===== config.mk =====
export PLATFORM = sky130hd
export DESIGN_NAME = tick_interval_timer
export DESIGN_NICKNAME = d
export VERILOG_FILES = /design/src/rtl/tick_interval_timer_pkg.sv /design/src/rtl/tit_channel.sv /design/src/rtl/tick_interval_timer.sv
export SDC_FILE = /design/constraint.sdc
export NUM_CORES = 1
export LEC_CHECK = 0
export CORE_MARGIN = 3
export CORE_UTILIZATION = 49
export CTS_CLUSTER_SIZE = 12
export DETAILED_ROUTE_END_ITERATION = 10
export GPL_ROUTABILITY_DRIVEN = 0
export PLACE_DENSITY = 0.67
export SYNTH_ARGS = -nofsm -noshare
export SYNTH_HDL_FRONTEND = slang
export SYNTH_SLANG_ARGS = --single-unit

===== constraint.sdc =====
create_clock -name clk -period 4.3 [get_ports clk]
set_input_delay 1.29 -clock clk [delete_from_list [all_inputs] [get_ports clk]]
set_output_delay 1.29 -clock clk [all_outputs]
set_load 0.1 [all_outputs]

===== src/rtl/tick_interval_timer_pkg.sv =====
// -----------------------------------------------------------------------------
// tick_interval_timer_pkg
// Shared definitions for the tick interval timer:
//   mode_e          - channel operating mode (periodic / one-shot)
//   DEF_NCH         - default number of channels
//   DEF_CW          - default counter / period width
//   DEF_CH0_PERIOD  - default channel-0 period loaded at reset (5 min of 1 us)
// -----------------------------------------------------------------------------
package tick_interval_timer_pkg;

    typedef enum logic {
        MODE_PERIODIC = 1'b0,
        MODE_ONESHOT  = 1'b1
    } mode_e;

    localparam int          DEF_NCH        = 4;
    localparam int          DEF_CW         = 32;
    localparam int unsigned DEF_CH0_PERIOD = 32'd300000000;

endpackage


===== src/rtl/tit_channel.sv =====
// -----------------------------------------------------------------------------
// tit_channel
// One timer channel: holds period, mode, enable and a counter that advances on
// each shared timebase event. At expiry the counter clears and a one-clock
// tick pulse is emitted on the following cycle.
//
// Ports:
//   clk       in   clock, rising edge
//   rst       in   synchronous active-high reset
//   i_ev      in   shared timebase event (one cycle)
//   i_sync    in   restart counter; coincident event is discarded
//   i_wr      in   configuration write addressed to this channel
//   i_period  in   new period (CW bits)
//   i_mode    in   new mode (0 periodic, 1 one-shot)
//   i_en      in   new enable
//   o_tick    out  registered one-clock expiry pulse
//   o_busy    out  enabled with a nonzero period
// -----------------------------------------------------------------------------
module tit_channel
    import tick_interval_timer_pkg::*;
#(
    parameter int            CW         = DEF_CW,
    parameter logic [CW-1:0] RST_PERIOD = '0,
    parameter logic          RST_EN     = 1'b0
) (
    input  logic          clk,
    input  logic          rst,
    input  logic          i_ev,
    input  logic          i_sync,
    input  logic          i_wr,
    input  logic [CW-1:0] i_period,
    input  logic          i_mode,
    input  logic          i_en,
    output logic          o_tick,
    output logic          o_busy
);

    logic [CW-1:0] r_period;
    logic [CW-1:0] r_count;
    mode_e         r_mode;
    logic          r_en;
    logic          r_tick;

    logic          w_busy;
    logic          w_last;
    logic          w_expire;

    // A zero period parks the channel regardless of the enable bit.
    assign w_busy   = r_en && (r_period != '0);
    assign w_last   = (r_count == (r_period - CW'(1)));
    // A configuration write or sync in the event cycle swallows that event.
    assign w_expire = i_ev && w_busy && w_last && !i_wr && !i_sync;

    always_ff @(posedge clk) begin
        if (rst) begin
            r_period <= RST_PERIOD;
            r_mode   <= MODE_PERIODIC;
            r_en     <= RST_EN;
            r_count  <= '0;
            r_tick   <= 1'b0;
        end else begin
            r_tick <= w_expire;
            if (i_wr) begin
                r_period <= i_period;
                r_mode   <= mode_e'(i_mode);
                r_en     <= i_en;
                r_count  <= '0;
            end else if (i_sync) begin
                r_count <= '0;
            end else if (i_ev && w_busy) begin
                if (w_last) begin
                    r_count <= '0;
                    // One-shot disarms at expiry so busy falls with the tick.
                    if (r_mode == MODE_ONESHOT) begin
                        r_en <= 1'b0;
                    end
                end else begin
                    r_count <= r_count + CW'(1);
                end
            end
        end
    end

    assign o_tick = r_tick;
    assign o_busy = w_busy;

endmodule


===== src/rtl/tick_interval_timer.sv =====
// -----------------------------------------------------------------------------
// tick_interval_timer
// NCH independent interval timers driven by a shared 1 us timebase. The
// asynchronous t1us input is synchronised through a 3-bit shift register and
// its rising edge becomes a single-cycle event. Configuration writes are
// decoded here and routed to one channel.
//
// Ports:
//   clk         in   clock, rising edge
//   rst         in   synchronous active-high reset
//   t1us        in   asynchronous 1 us timebase pulse
//   cfg_wr      in   one-cycle configuration write strobe
//   cfg_ch      in   channel index for cfg_wr (indices >= NCH ignored)
//   cfg_period  in   period in timebase events
//   cfg_mode    in   0 periodic, 1 one-shot
//   cfg_en      in   channel enable
//   sync        in   restart all channel counters
//   tick_out    out  one-clock expiry pulse per channel
//   busy        out  channel enabled with nonzero period
// -----------------------------------------------------------------------------
module tick_interval_timer
    import tick_interval_timer_pkg::*;
#(
    parameter int          NCH        = DEF_NCH,
    parameter int          CW         = DEF_CW,
    parameter int unsigned CH0_PERIOD = DEF_CH0_PERIOD
) (
    input  logic           clk,
    input  logic           rst,
    input  logic           t1us,
    input  logic           cfg_wr,
    input  logic [3:0]     cfg_ch,
    input  logic [CW-1:0]  cfg_period,
    input  logic           cfg_mode,
    input  logic           cfg_en,
    input  logic           sync,
    output logic [NCH-1:0] tick_out,
    output logic [NCH-1:0] busy
);

    logic [2:0]     r_t1us_sr;
    logic           w_ev;
    logic [NCH-1:0] w_wr;

    always_ff @(posedge clk) begin
        if (rst) begin
            r_t1us_sr <= '0;
        end else begin
            r_t1us_sr <= {r_t1us_sr[1:0], t1us};
        end
    end

    // Rising edge seen after two synchroniser stages: exactly one cycle per pulse.
    assign w_ev = (r_t1us_sr == 3'b011);

    for (genvar gi = 0; gi < NCH; gi++) begin : g_ch
        assign w_wr[gi] = cfg_wr && (cfg_ch == 4'(gi));

        tit_channel #(
            .CW         (CW),
            .RST_PERIOD ((gi == 0) ? CW'(CH0_PERIOD) : {CW{1'b0}}),
            .RST_EN     (gi == 0)
        ) u_ch (
            .clk      (clk),
            .rst      (rst),
            .i_ev     (w_ev),
            .i_sync   (sync),
            .i_wr     (w_wr[gi]),
            .i_period (cfg_period),
            .i_mode   (cfg_mode),
            .i_en     (cfg_en),
            .o_tick   (tick_out[gi]),
            .o_busy   (busy[gi])
        );
    end

endmodule


==> key figures <==
Flow run
  • # Max-Cap Violations: 0

GRT
  • GR Util All Layers: between 20 and 30%
  • Initial antenna violation count: 1
  • Vias in the first global route: roughly 13,000
  • Largest net degree at the start of global routing: 58
  • First-pass GRT wire length: 70,200 microns
  • Remaining global-route overflow: 0

Clocking
  • Clk sinks: between 200 and 300
  • Clock slew at reported path FFs: 60 ps
  • CTS buffer count: 30
  • CTS tree: done
  • Root Driver: clkbuf_16
  • # H-tree levels: 1
  • Worst-skew pair later-pin latency: approximately 570 ps
  • Max Root-Sink Buffers: 3

Timing
  • Skew final: ~16 ps
  • Worst slew margin: 5.53%
  • Period utilization: between 90% and 100%
  • Final min period: 4180 ps
  • Fin. Hold Viols: 0
  • Max Clk Rate: between 200 and 250 MHz
  • Final Setup Violations: 0
  • Final Max Tran Viols: 0
  • Unrepaired setup endpoints after global routing: no
  • Worst-margin pin slew: ~1400 ps
  • Setup TNS: 0 ps

Logic synthesis
  • Number of synthesized register bits: 271
  • Count of different cell masters after synthesis: 80
  • Post-Syn Area per Cell: approximately 7.7 sq um
  • EDFF count, synth: 0
  • Gate Count Post-Synth: between 2,000 and 2,500
  • Post-Synthesis Cell Area: ~16,000 sq um
  • Main synth FF type: dfxtp_1
  • Synth warnings: 0
  • Register area share after synthesis: approximately a third
  • Post-synth net total: between 2,000 and 2,500
  • Post-synth ARST share: 0%

Layout
  • Fin nets: roughly 2,000
  • Layout cell share with drive strength beyond 1: between 7 and 8%
  • Area delta synth->final: 11.0%
  • Core Util, Final: between 50% and 60%

Die
  • Die Y: 184 microns
  • Die area: roughly 34,000 sq um
  • Starting Density: 50.3%
  • Core Area: just over 30,000 sq um
  • # rows: 64
  • Die width: around 180 microns
  • Boundary pin count: just over 50

Detailed routing
  • Drt pass-1 iters: 6
  • Via Count: 14,300
  • DRT antenna net count: 0
  • DRC viols: 0
  • Final Routed Wirelength: between 40,000 and 50,000 microns
  • Wire length per cell: ~18 microns
  • Via-to-Cell Ratio: 5.90
  • Iter 0 DRT Violations: 1,293

Critical path
  • Crit end category: output pin
  • Data required, critical path: 3010 ps
  • Kind of critical path: reg2out
  • CP startpoint kind: flip-flop
  • CP max FO: 9
  • Arr. time, crit path: approximately 2900 ps

Power and ir drop
  • PD cells: around 330 nW/um^2
  • Peak VDD IR: around 0.35 mV
  • Final Power: around 5.6 mW
  • Leak: around 6.0 nW

Placement
  • Port Buffers: 50
  • Dpl hpwl: 31,800 microns

Status
  • Status: complete, no violations

Min path
  • Hold/Removal Path Class: reg2reg
## final timing paths
check                                                            from                              endpoint  slack (ps)  cells after the start
worst max-delay path            g_ch[1].u_ch.r_period[0]$_SDFFE_PP0P_                               busy[1]         120                      7
worst min-delay path                 g_ch[2].u_ch.r_mode$_SDFFE_PP0P_      g_ch[2].u_ch.r_mode$_SDFFE_PP0P_         460                      2
worst max register to register  g_ch[1].u_ch.r_period[0]$_SDFFE_PP0P_  g_ch[1].u_ch.r_count[1]$_SDFFE_PP0P_         390                     11
worst min register to register       g_ch[2].u_ch.r_mode$_SDFFE_PP0P_      g_ch[2].u_ch.r_mode$_SDFFE_PP0P_         460                      2
## cell usage in the layout, fill, tap and decap left out, types with 45 or more instances in the layout
cell type | Yosys | routed
dfxtp_1 | 271 | 271
xor2_1 | 137 | 137
nor3_1 | 116 | 116
nand3_1 | 64 | 64
a21oi_1 | 141 | 141
nor4_1 | 50 | 49
nand2_1 | 374 | 374
nand4_1 | 56 | 56
xnor2_1 | 146 | 146
nor2_1 | 128 | 127
clkdlybuf4s50_1 | 0 | 45
## sequential cells by signal, summed over array words and instances (netlist names)
| name | flops |
|---|---|
| g_ch.u_ch.r_count | 128 |
| g_ch.u_ch.r_period | 128 |
| r_t1us_sr | 3 |
| g_ch.u_ch.o_tick | 4 |
| g_ch.u_ch.r_en | 4 |
| g_ch.u_ch.r_mode | 4 |
## layout make-up
| cell class | count | area [sq um] |
|---|---|---|
| clock buffer | 46 | 872 |
| multi-input combinational | 1590 | 9550 |
| inverter | 31 | 116 |
| tap | 396 | 495 |
| fill | 2934 | 13700 |
| sequential | 271 | 5430 |
| antenna | 1 | 2.50 |
| clock inverter | 8 | 98.8 |
| timing repair buffer | 82 | 753 |
## worst max-delay path, cell delays in order (launching register included)
cell and delay (ps):
dfxtp_1 360, inv_1 80, ha_1 230, or3b_4 470, or4_1 580, o31ai_2 300
inv_1 130, buf_12 180
## cells by family after synthesis
group,after synthesis,synth area share [%]
flops,271,34.8
buf+inv,153,4.23
fa+ha+maj,8,0.642
xor+xnor,283,15.9
mux,14,0.930
simple gates,1008,32.2
compound gates,277,11.3
## stage by stage
step                instance area, sq um  worst slack (ps)  instances  hold WS (ps)
floorplan                          15600               528       2014           432
global placement                   16300               436       2370           443
detailed placement                 16300               340       2370           451
CTS                                17300              25.1       2424           458
global route                       17300              12.5       2425           474
finish                             17300               124       2425           460
## Yosys cell counts (all sizes together), types with 10 or more instances
| cell | number | area share (%) |
|---|---|---|
| nand3b | 17 | 0.82 |
| mux2i | 10 | 0.64 |
| nor2b | 13 | 0.52 |
| and2 | 15 | 0.60 |
| nand2b | 13 | 0.52 |
| a31oi | 18 | 0.72 |
| nand4 | 56 | 2.2 |
| nor4 | 56 | 2.5 |
| and3 | 31 | 1.2 |
| nand3 | 64 | 2.1 |
| inv | 31 | 0.75 |
| nand2 | 374 | 9.0 |
| o21ai | 24 | 0.77 |
| o211ai | 10 | 0.57 |
| nor3 | 116 | 3.7 |
| xor2 | 137 | 7.7 |
| xnor2 | 146 | 8.2 |
| a21oi | 141 | 4.5 |
| dfxtp | 271 | 35 |
| nor2 | 159 | 4.3 |
| or4 | 31 | 1.6 |
| clkbuf | 93 | 2.2 |
| buf | 29 | 1.3 |
| or3 | 21 | 0.84 |
## report_power, final
group / internal, mW / switching (mW)
logic: 0.216 / 0.311
registers: 2.53 / 0.0289
clock network: 1.51 / 1.04
total: 4.25 / 1.38
## layer usage
metal	vias up	part of all wire (%)	GRT usage [%]	wire (microns)
met5	-	0	0	0
met4	0	3.5	8.38	1520
met2	458	44	39.6	19300
met3	90	6.6	3.08	2850
li1	7006	-	-	-
met1	6746	45	36.0	19700
## timing repair
item                                    in CTS  in global routing
gates resized for setup                      1                  1
hold buffers                                 0                  0
setup buffers                                0                  0
endpoints found under the setup margin       1                  1
cloned                                       0                  0
(Power assumes the default switching activity.)
